==> src/rtl/div16by8_pkg.sv <==
// Shared widths, FSM encoding and result constants for the div16by8 signed divider.
package div16by8_pkg;

  localparam int unsigned DVD_W = 16;
  localparam int unsigned DVS_W = 8;
  localparam int unsigned Q_W   = 8;
  localparam int unsigned R_W   = 8;
  localparam int unsigned CNT_W = 4;

  typedef enum logic [1:0] {
    IDLE = 2'd0,
    CALC = 2'd1,
    FIX  = 2'd2,
    DONE = 2'd3
  } state_e;

  localparam logic [Q_W-1:0] Q_POS_MAX = 8'h7F;
  localparam logic [Q_W-1:0] Q_NEG_MAX = 8'h80;

  // A signed 16-bit value fits in Q_W bits when its top DVD_W-Q_W+1 bits all agree.
  function automatic logic q_fits(input logic [DVD_W-1:0] v);
    logic [DVD_W-Q_W:0] top;
    top = v[DVD_W-1:Q_W-1];
    return (&top) | ~(|top);
  endfunction

endpackage

==> src/rtl/div_abs_conv.sv <==
// Two's-complement <-> magnitude converter: negates the input when i_neg is set.
module div_abs_conv #(
  parameter int unsigned W = 8
) (
  input  logic [W-1:0] i_val,
  input  logic         i_neg,
  output logic [W-1:0] o_val
);

  assign o_val = i_neg ? -i_val : i_val;

endmodule

==> src/rtl/div16by8.sv <==
// Sequential signed 16/8 restoring divider, one quotient bit per cycle, valid/ready both sides.
// Build option: define DIV16BY8_SAT_EN to saturate the quotient on overflow instead of wrapping.
module div16by8
  import div16by8_pkg::*;
(
  input  logic             nvdla_core_clk,
  input  logic             nvdla_core_rst,
  input  logic             in_valid,
  output logic             in_ready,
  input  logic [DVD_W-1:0] dividend,
  input  logic [DVS_W-1:0] divisor,
  output logic             out_valid,
  input  logic             out_ready,
  output logic [Q_W-1:0]   quotient,
  output logic [R_W-1:0]   remainder,
  output logic             ovf,
  output logic             dbz
);

  state_e             r_state;
  logic [DVD_W-1:0]   r_dvd;      // dividend magnitude, shifts into the quotient magnitude
  logic [DVS_W:0]     r_dvs;
  logic [DVS_W:0]     r_rem;
  logic [CNT_W-1:0]   r_cnt;
  logic               r_dvd_neg;
  logic               r_dvs_neg;
  logic               r_dbz;

  logic [Q_W-1:0]     r_quo;
  logic [R_W-1:0]     r_rmd;
  logic               r_ovf;
  logic               r_dbz_out;

  logic [DVD_W-1:0]   w_dvd_mag;
  logic [DVS_W:0]     w_dvs_mag;
  logic [DVD_W-1:0]   w_q_signed;
  logic [R_W-1:0]     w_r_signed;
  logic               w_q_neg;
  logic               w_accept;

  logic [DVS_W+1:0]   w_trial;
  logic [DVS_W+1:0]   w_diff;
  logic               w_ge;

  logic [Q_W-1:0]     w_quo;
  logic [R_W-1:0]     w_rmd;
  logic               w_ovf;

  assign in_ready  = (r_state == IDLE);
  assign out_valid = (r_state == DONE);
  assign quotient  = r_quo;
  assign remainder = r_rmd;
  assign ovf       = r_ovf;
  assign dbz       = r_dbz_out;

  assign w_accept = in_valid && in_ready;
  assign w_q_neg  = r_dvd_neg ^ r_dvs_neg;

  div_abs_conv #(.W(DVD_W)) u_dvd_abs (
    .i_val (dividend),
    .i_neg (dividend[DVD_W-1]),
    .o_val (w_dvd_mag)
  );

  div_abs_conv #(.W(DVS_W + 1)) u_dvs_abs (
    .i_val ({divisor[DVS_W-1], divisor}),
    .i_neg (divisor[DVS_W-1]),
    .o_val (w_dvs_mag)
  );

  div_abs_conv #(.W(DVD_W)) u_quo_sign (
    .i_val (r_dvd),
    .i_neg (w_q_neg),
    .o_val (w_q_signed)
  );

  div_abs_conv #(.W(R_W)) u_rem_sign (
    .i_val (r_rem[R_W-1:0]),
    .i_neg (r_dvd_neg),
    .o_val (w_r_signed)
  );

  // Restoring step: bring in the next dividend bit, subtract if the divisor fits.
  assign w_trial = {r_rem, r_dvd[DVD_W-1]};
  assign w_diff  = w_trial - {1'b0, r_dvs};
  assign w_ge    = ~w_diff[DVS_W+1];

  always_comb begin
    w_quo = w_q_signed[Q_W-1:0];
    w_rmd = w_r_signed;
    w_ovf = 1'b0;
    if (r_dbz) begin
      w_quo = r_dvd_neg ? Q_NEG_MAX : Q_POS_MAX;
      w_rmd = '0;
    end else begin
      w_ovf = ~q_fits(w_q_signed);
`ifdef DIV16BY8_SAT_EN
      if (w_ovf) begin
        w_quo = w_q_neg ? Q_NEG_MAX : Q_POS_MAX;
      end
`endif
    end
  end

  always_ff @(posedge nvdla_core_clk) begin
    if (nvdla_core_rst) begin
      r_state   <= IDLE;
      r_dvd     <= '0;
      r_dvs     <= '0;
      r_rem     <= '0;
      r_cnt     <= '0;
      r_dvd_neg <= 1'b0;
      r_dvs_neg <= 1'b0;
      r_dbz     <= 1'b0;
      r_quo     <= '0;
      r_rmd     <= '0;
      r_ovf     <= 1'b0;
      r_dbz_out <= 1'b0;
    end else begin
      case (r_state)
        IDLE: begin
          if (w_accept) begin
            r_dvd     <= w_dvd_mag;
            r_dvs     <= w_dvs_mag;
            r_rem     <= '0;
            r_cnt     <= '0;
            r_dvd_neg <= dividend[DVD_W-1];
            r_dvs_neg <= divisor[DVS_W-1];
            r_dbz     <= (divisor == '0);
            r_state   <= (divisor == '0) ? FIX : CALC;
          end
        end
        CALC: begin
          r_rem <= w_ge ? w_diff[DVS_W:0] : w_trial[DVS_W:0];
          r_dvd <= {r_dvd[DVD_W-2:0], w_ge};
          r_cnt <= r_cnt + 1'b1;
          if (r_cnt == {CNT_W{1'b1}}) begin
            r_state <= FIX;
          end
        end
        FIX: begin
          r_quo     <= w_quo;
          r_rmd     <= w_rmd;
          r_ovf     <= w_ovf;
          r_dbz_out <= r_dbz;
          r_state   <= DONE;
        end
        DONE: begin
          if (out_ready) begin
            r_state <= IDLE;
          end
        end
        default: r_state <= IDLE;
      endcase
    end
  end

endmodule

==> config.mk <==
export PLATFORM = sky130hd
export DESIGN_NAME = div16by8
export DESIGN_NICKNAME = d
export VERILOG_FILES = /design/src/rtl/div16by8_pkg.sv /design/src/rtl/div_abs_conv.sv /design/src/rtl/div16by8.sv
export SDC_FILE = /design/constraint.sdc
export NUM_CORES = 1
export LEC_CHECK = 0
export ABC_AREA = 1
export CAP_MARGIN = 0
export CORE_MARGIN = 4
export CORE_UTILIZATION = 40
export CTS_CLUSTER_DIAMETER = 120
export DETAILED_ROUTE_END_ITERATION = 8
export PLACE_DENSITY = 0.57
export SYNTH_ARGS = -nofsm -noshare
export SYNTH_HDL_FRONTEND = slang
export SYNTH_SLANG_ARGS = --single-unit
==> constraint.sdc <==
create_clock -name nvdla_core_clk -period 3.3 [get_ports nvdla_core_clk]
set_clock_uncertainty 0.1 [all_clocks]
set_input_delay 0.66 -clock nvdla_core_clk [delete_from_list [all_inputs] [get_ports nvdla_core_clk]]
set_output_delay 0.66 -clock nvdla_core_clk [all_outputs]
set_load 0.05 [all_outputs]
==> summary.md <==
| Metric | Value |
|---|---|
| Status | finished, final reports clean |
| Area Overhead vs Synth | 18.02% |
| Final WL | 10750 um |
| Static leakage | 2.040 nW |
| Final ANT Viol Nets | 0 |
| Synth Net Count | 678 |
| Slew of the pin with the lowest slew margin | 0.6671 ns |
| Layout Nets | 716 |
| Synth warn | 0 |
| Vias in the first global route | 3677 |
| Synth top area share | 29.51% |
| Placed Cells | 791 |
| Syn avg cell area | 6.557 um^2 |
| Die area | 12040 um^2 |
| Post-CTS Hold Buffers | 0 |
| Slowest cell on crit path | clkdlybuf4s50_1 |
| Total CTS buffers | 9 |
| Total track usage | 19.05% |
| Worst hold stages | 2 |
| Distinct cells, synth | 41 |
| CP startpoint kind | flip-flop |
| Final cell count without fillers | 807 |
| Antenna violations before repair | 0 |
| Routed via count | 4121 |
| Diode count | 0 |
| R2R depth | 8 |
| Hold Path Class | flip-flop to flip-flop |
| Synth async-reset ratio | 0% |
| Tmin final | 2.656 ns |
| First-pass GRT wire length | 18110 um |
| Slew HR | 55.52% |
| Worst Hold End | remainder[4]$_SDFFE_PP0P_ |
| Drt pass-1 iters | 4 |
| Clk sinks | 61 |
| WP data required | 2.54 ns |
| Delay-heaviest family, CP | buffers and inverters |
| Top cell type by total area after synthesis | dfxtp_1 |
| RR Endpoint | r_dvd[2]$_SDFFE_PP0P_ |
| DP Wirelength | 8175 um |
| Total setup buffers inserted after CTS | 0 |
| Area contributors post-synth | dfxtp_1 (30%), nand2_1 (12%), a21oi_1 (8.1%) |
| Grt ovf | 0 |
| Critical path type | flip-flop to output port |
| Die Span Y | 109.7 um |
| Clock buffer depth | 2 |
| Seq/Total Area, Yosys | 29.51% |
| Final TNS setup | 0 ns |
| Gpl congestion | 0.8718 |
| Final Hold Fails | 0 |
| R2R setup slack | 0.66 ns |
| WP depth | 3 |
| CTS tree | yes |
| Root Buffer Master | clkbuf_8 |
| PD cells | 1009 nW/um^2 |
| Final Setup Violations | 0 |
| RSZ-0062 raised after global routing | false |
| Yosys reg bits | 61 |
| Vias per inst | 5.107 |
| CTS H-tree lvls | 3 |
| Slew Limit Fails | 0 |
| Layout cell share with drive strength beyond 1 | 6.231% |
| CP arrival | 1.90 ns |
| Crit end category | output port |
| WP buf/inv | 2 |
| Top_reg_cell synth | dfxtp_1 |
| Initial Util | 41.76% |
| Crit-path cells | inv_1, ha_1, clkdlybuf4s50_1 |
| Max_cap viols | 0 |
| Io pins | 48 |
| CTS clk-pin slew, worst paths | 0.08 ns |
| Final Cycle Share | 80.48% |
| Crit-path max cell delay | 0.85 ns |
| DRC violations left | 0 |
| Total core area | 9910 um^2 |
| Launch point of the worst reg-to-reg path | r_state[1]$_SDFFE_PP0P_ |
| Post-synth EDFFs | 0 |
| Routed len/inst | 13.32 um |
| Worst VDD drop | 407.3 uV |
| Post-cts resize count | 0 |
| HP Start | remainder[4]$_SDFFE_PP0P_ |
| Post-synthesis cell count | 631 |
| Skew-Pair Late Insertion Delay | 0.34 ns |
| PortBufs | 47 |
| FMAX | 376.5 MHz |
| Die width | 109.7 um |
| Post-Synthesis Cell Area | 4138 um^2 |
| Largest net degree at the start of global routing | 44 |
| Initial drt markers | 308 |
| Core Rows | 36 |
| Worst Path Max Fanout | 6 |
final cells by class:
class	count	area, um^2
clock buffer	11	141.4
inverter	83	319.1
tap	133	166.4
multi-input combinational	464	2482
timing repair buffer	50	493.0
clock inverter	5	60.06
fill	1072	5026
sequential	61	1221
how the worst max path moves through the flow:
stage	start	end	slack [ns]
after floorplan	r_state[0]$_SDFFE_PP0P_	r_dvd[7]$_SDFFE_PP0P_	1.22
after CTS	r_state[0]$_SDFFE_PP0P_	in_ready	0.63
after global routing	r_state[1]$_SDFFE_PP0P_	r_dvd[0]$_SDFFE_PP0P_	0.43
after global placement	dividend[0]	r_dvd[12]$_SDFFE_PP0P_	0.71
after detailed placement	dividend[0]	r_dvd[12]$_SDFFE_PP0P_	0.66
final	r_state[0]$_SDFFE_PP0P_	in_ready	0.64
synth_stat cells, types with 2 or more instances:
library cell	count
a221oi_1	3
ha_1	18
nand3_1	67
dfxtp_1	61
a21oi_1	67
buf_4	2
o211ai_1	11
inv_2	2
nand2_1	137
buf_2	5
inv_1	79
clkbuf_1	14
o21ai_0	42
o21bai_1	2
o21ai_1	4
a21oi_2	3
nor3_1	10
nand2_2	5
or2_2	2
nand2_4	3
xnor2_1	5
o221ai_1	3
xor2_1	8
a31oi_1	9
nor2_1	49
nand2_8	2
nand4_1	3
buf_6	2
flip-flops by register name (all words and copies together), names as in the netlist, 2 cells and up:
register,cells
remainder,8
r_rem,9
r_dvs,9
r_state,2
r_dvd,16
quotient,8
r_cnt,4
power breakdown:
group	switching [W]	internal [W]	leakage, nW
clock	0.000305	0.000371	0.0995
sequential	0.000230	0.000931	0.498
combinational	0.00199	0.00110	1.44
total	0.00253	0.00240	2.04
metrics by stage:
step	utilization, %	total power (W)	hold WS (ns)	cell area (um^2)	setup WS [ns]
after floorplan	-	0.003605	0.3303	4138	1.217
after global placement	47.25	0.004209	0.3475	4682	0.7148
after detailed placement	47.25	0.004252	0.3567	4682	0.6576
after CTS	49.28	0.004949	0.3686	4883	0.6288
after global routing	49.28	0.005450	0.3824	4883	0.4267
final	49.28	0.004928	0.3664	4883	0.6440
worst reg2reg max path: stages, from the launching register on:
cell and delay [ns]:
dfxtp_1 0.33, inv_1 0.09, ha_1 0.59, inv_1 0.15
o21ai_2 0.48, inv_2 0.39, a21oi_1 0.22, o21ai_0 0.10
a21oi_1 0.12
routing by layer:
layer | GRT usage, % | up-vias | wire length, um
li1 | - | 2183 | -
met1 | 29.57 | 1836 | 5731
met2 | 27.03 | 97 | 4380
met3 | 3.464 | 5 | 577
met4 | 4.274 | 0 | 61
met5 | 0 | - | 0
placed cells by master (no fill, tap or decap), types with 4 or more instances in the layout:
master           instances
a21oi_1                 67
a31oi_1                  9
clkbuf_8                10
clkdlybuf4s50_1         47
dfxtp_1                 61
ha_1                    18
inv_1                   79
nand2_1                137
nand2_2                  5
nand3_1                 67
nor2_1                  49
nor3_1                  10
o211ai_1                11
o21ai_0                 42
o21ai_1                  4
xnor2_1                  5
xor2_1                   8
cell families (layout without fill, tap and decap cells):
logic type | count (synthesis) | count (layout) | share of synthesized area [%]
fa+ha+maj | 19 | 19 | 5.927
simple gates | 283 | 283 | 30.81
flops | 61 | 61 | 29.51
xor+xnor | 13 | 13 | 2.752
buf+inv | 106 | 149 | 10.49
compound gates | 149 | 149 | 20.50
No activity file was read; power rests on OpenSTA's default activity.
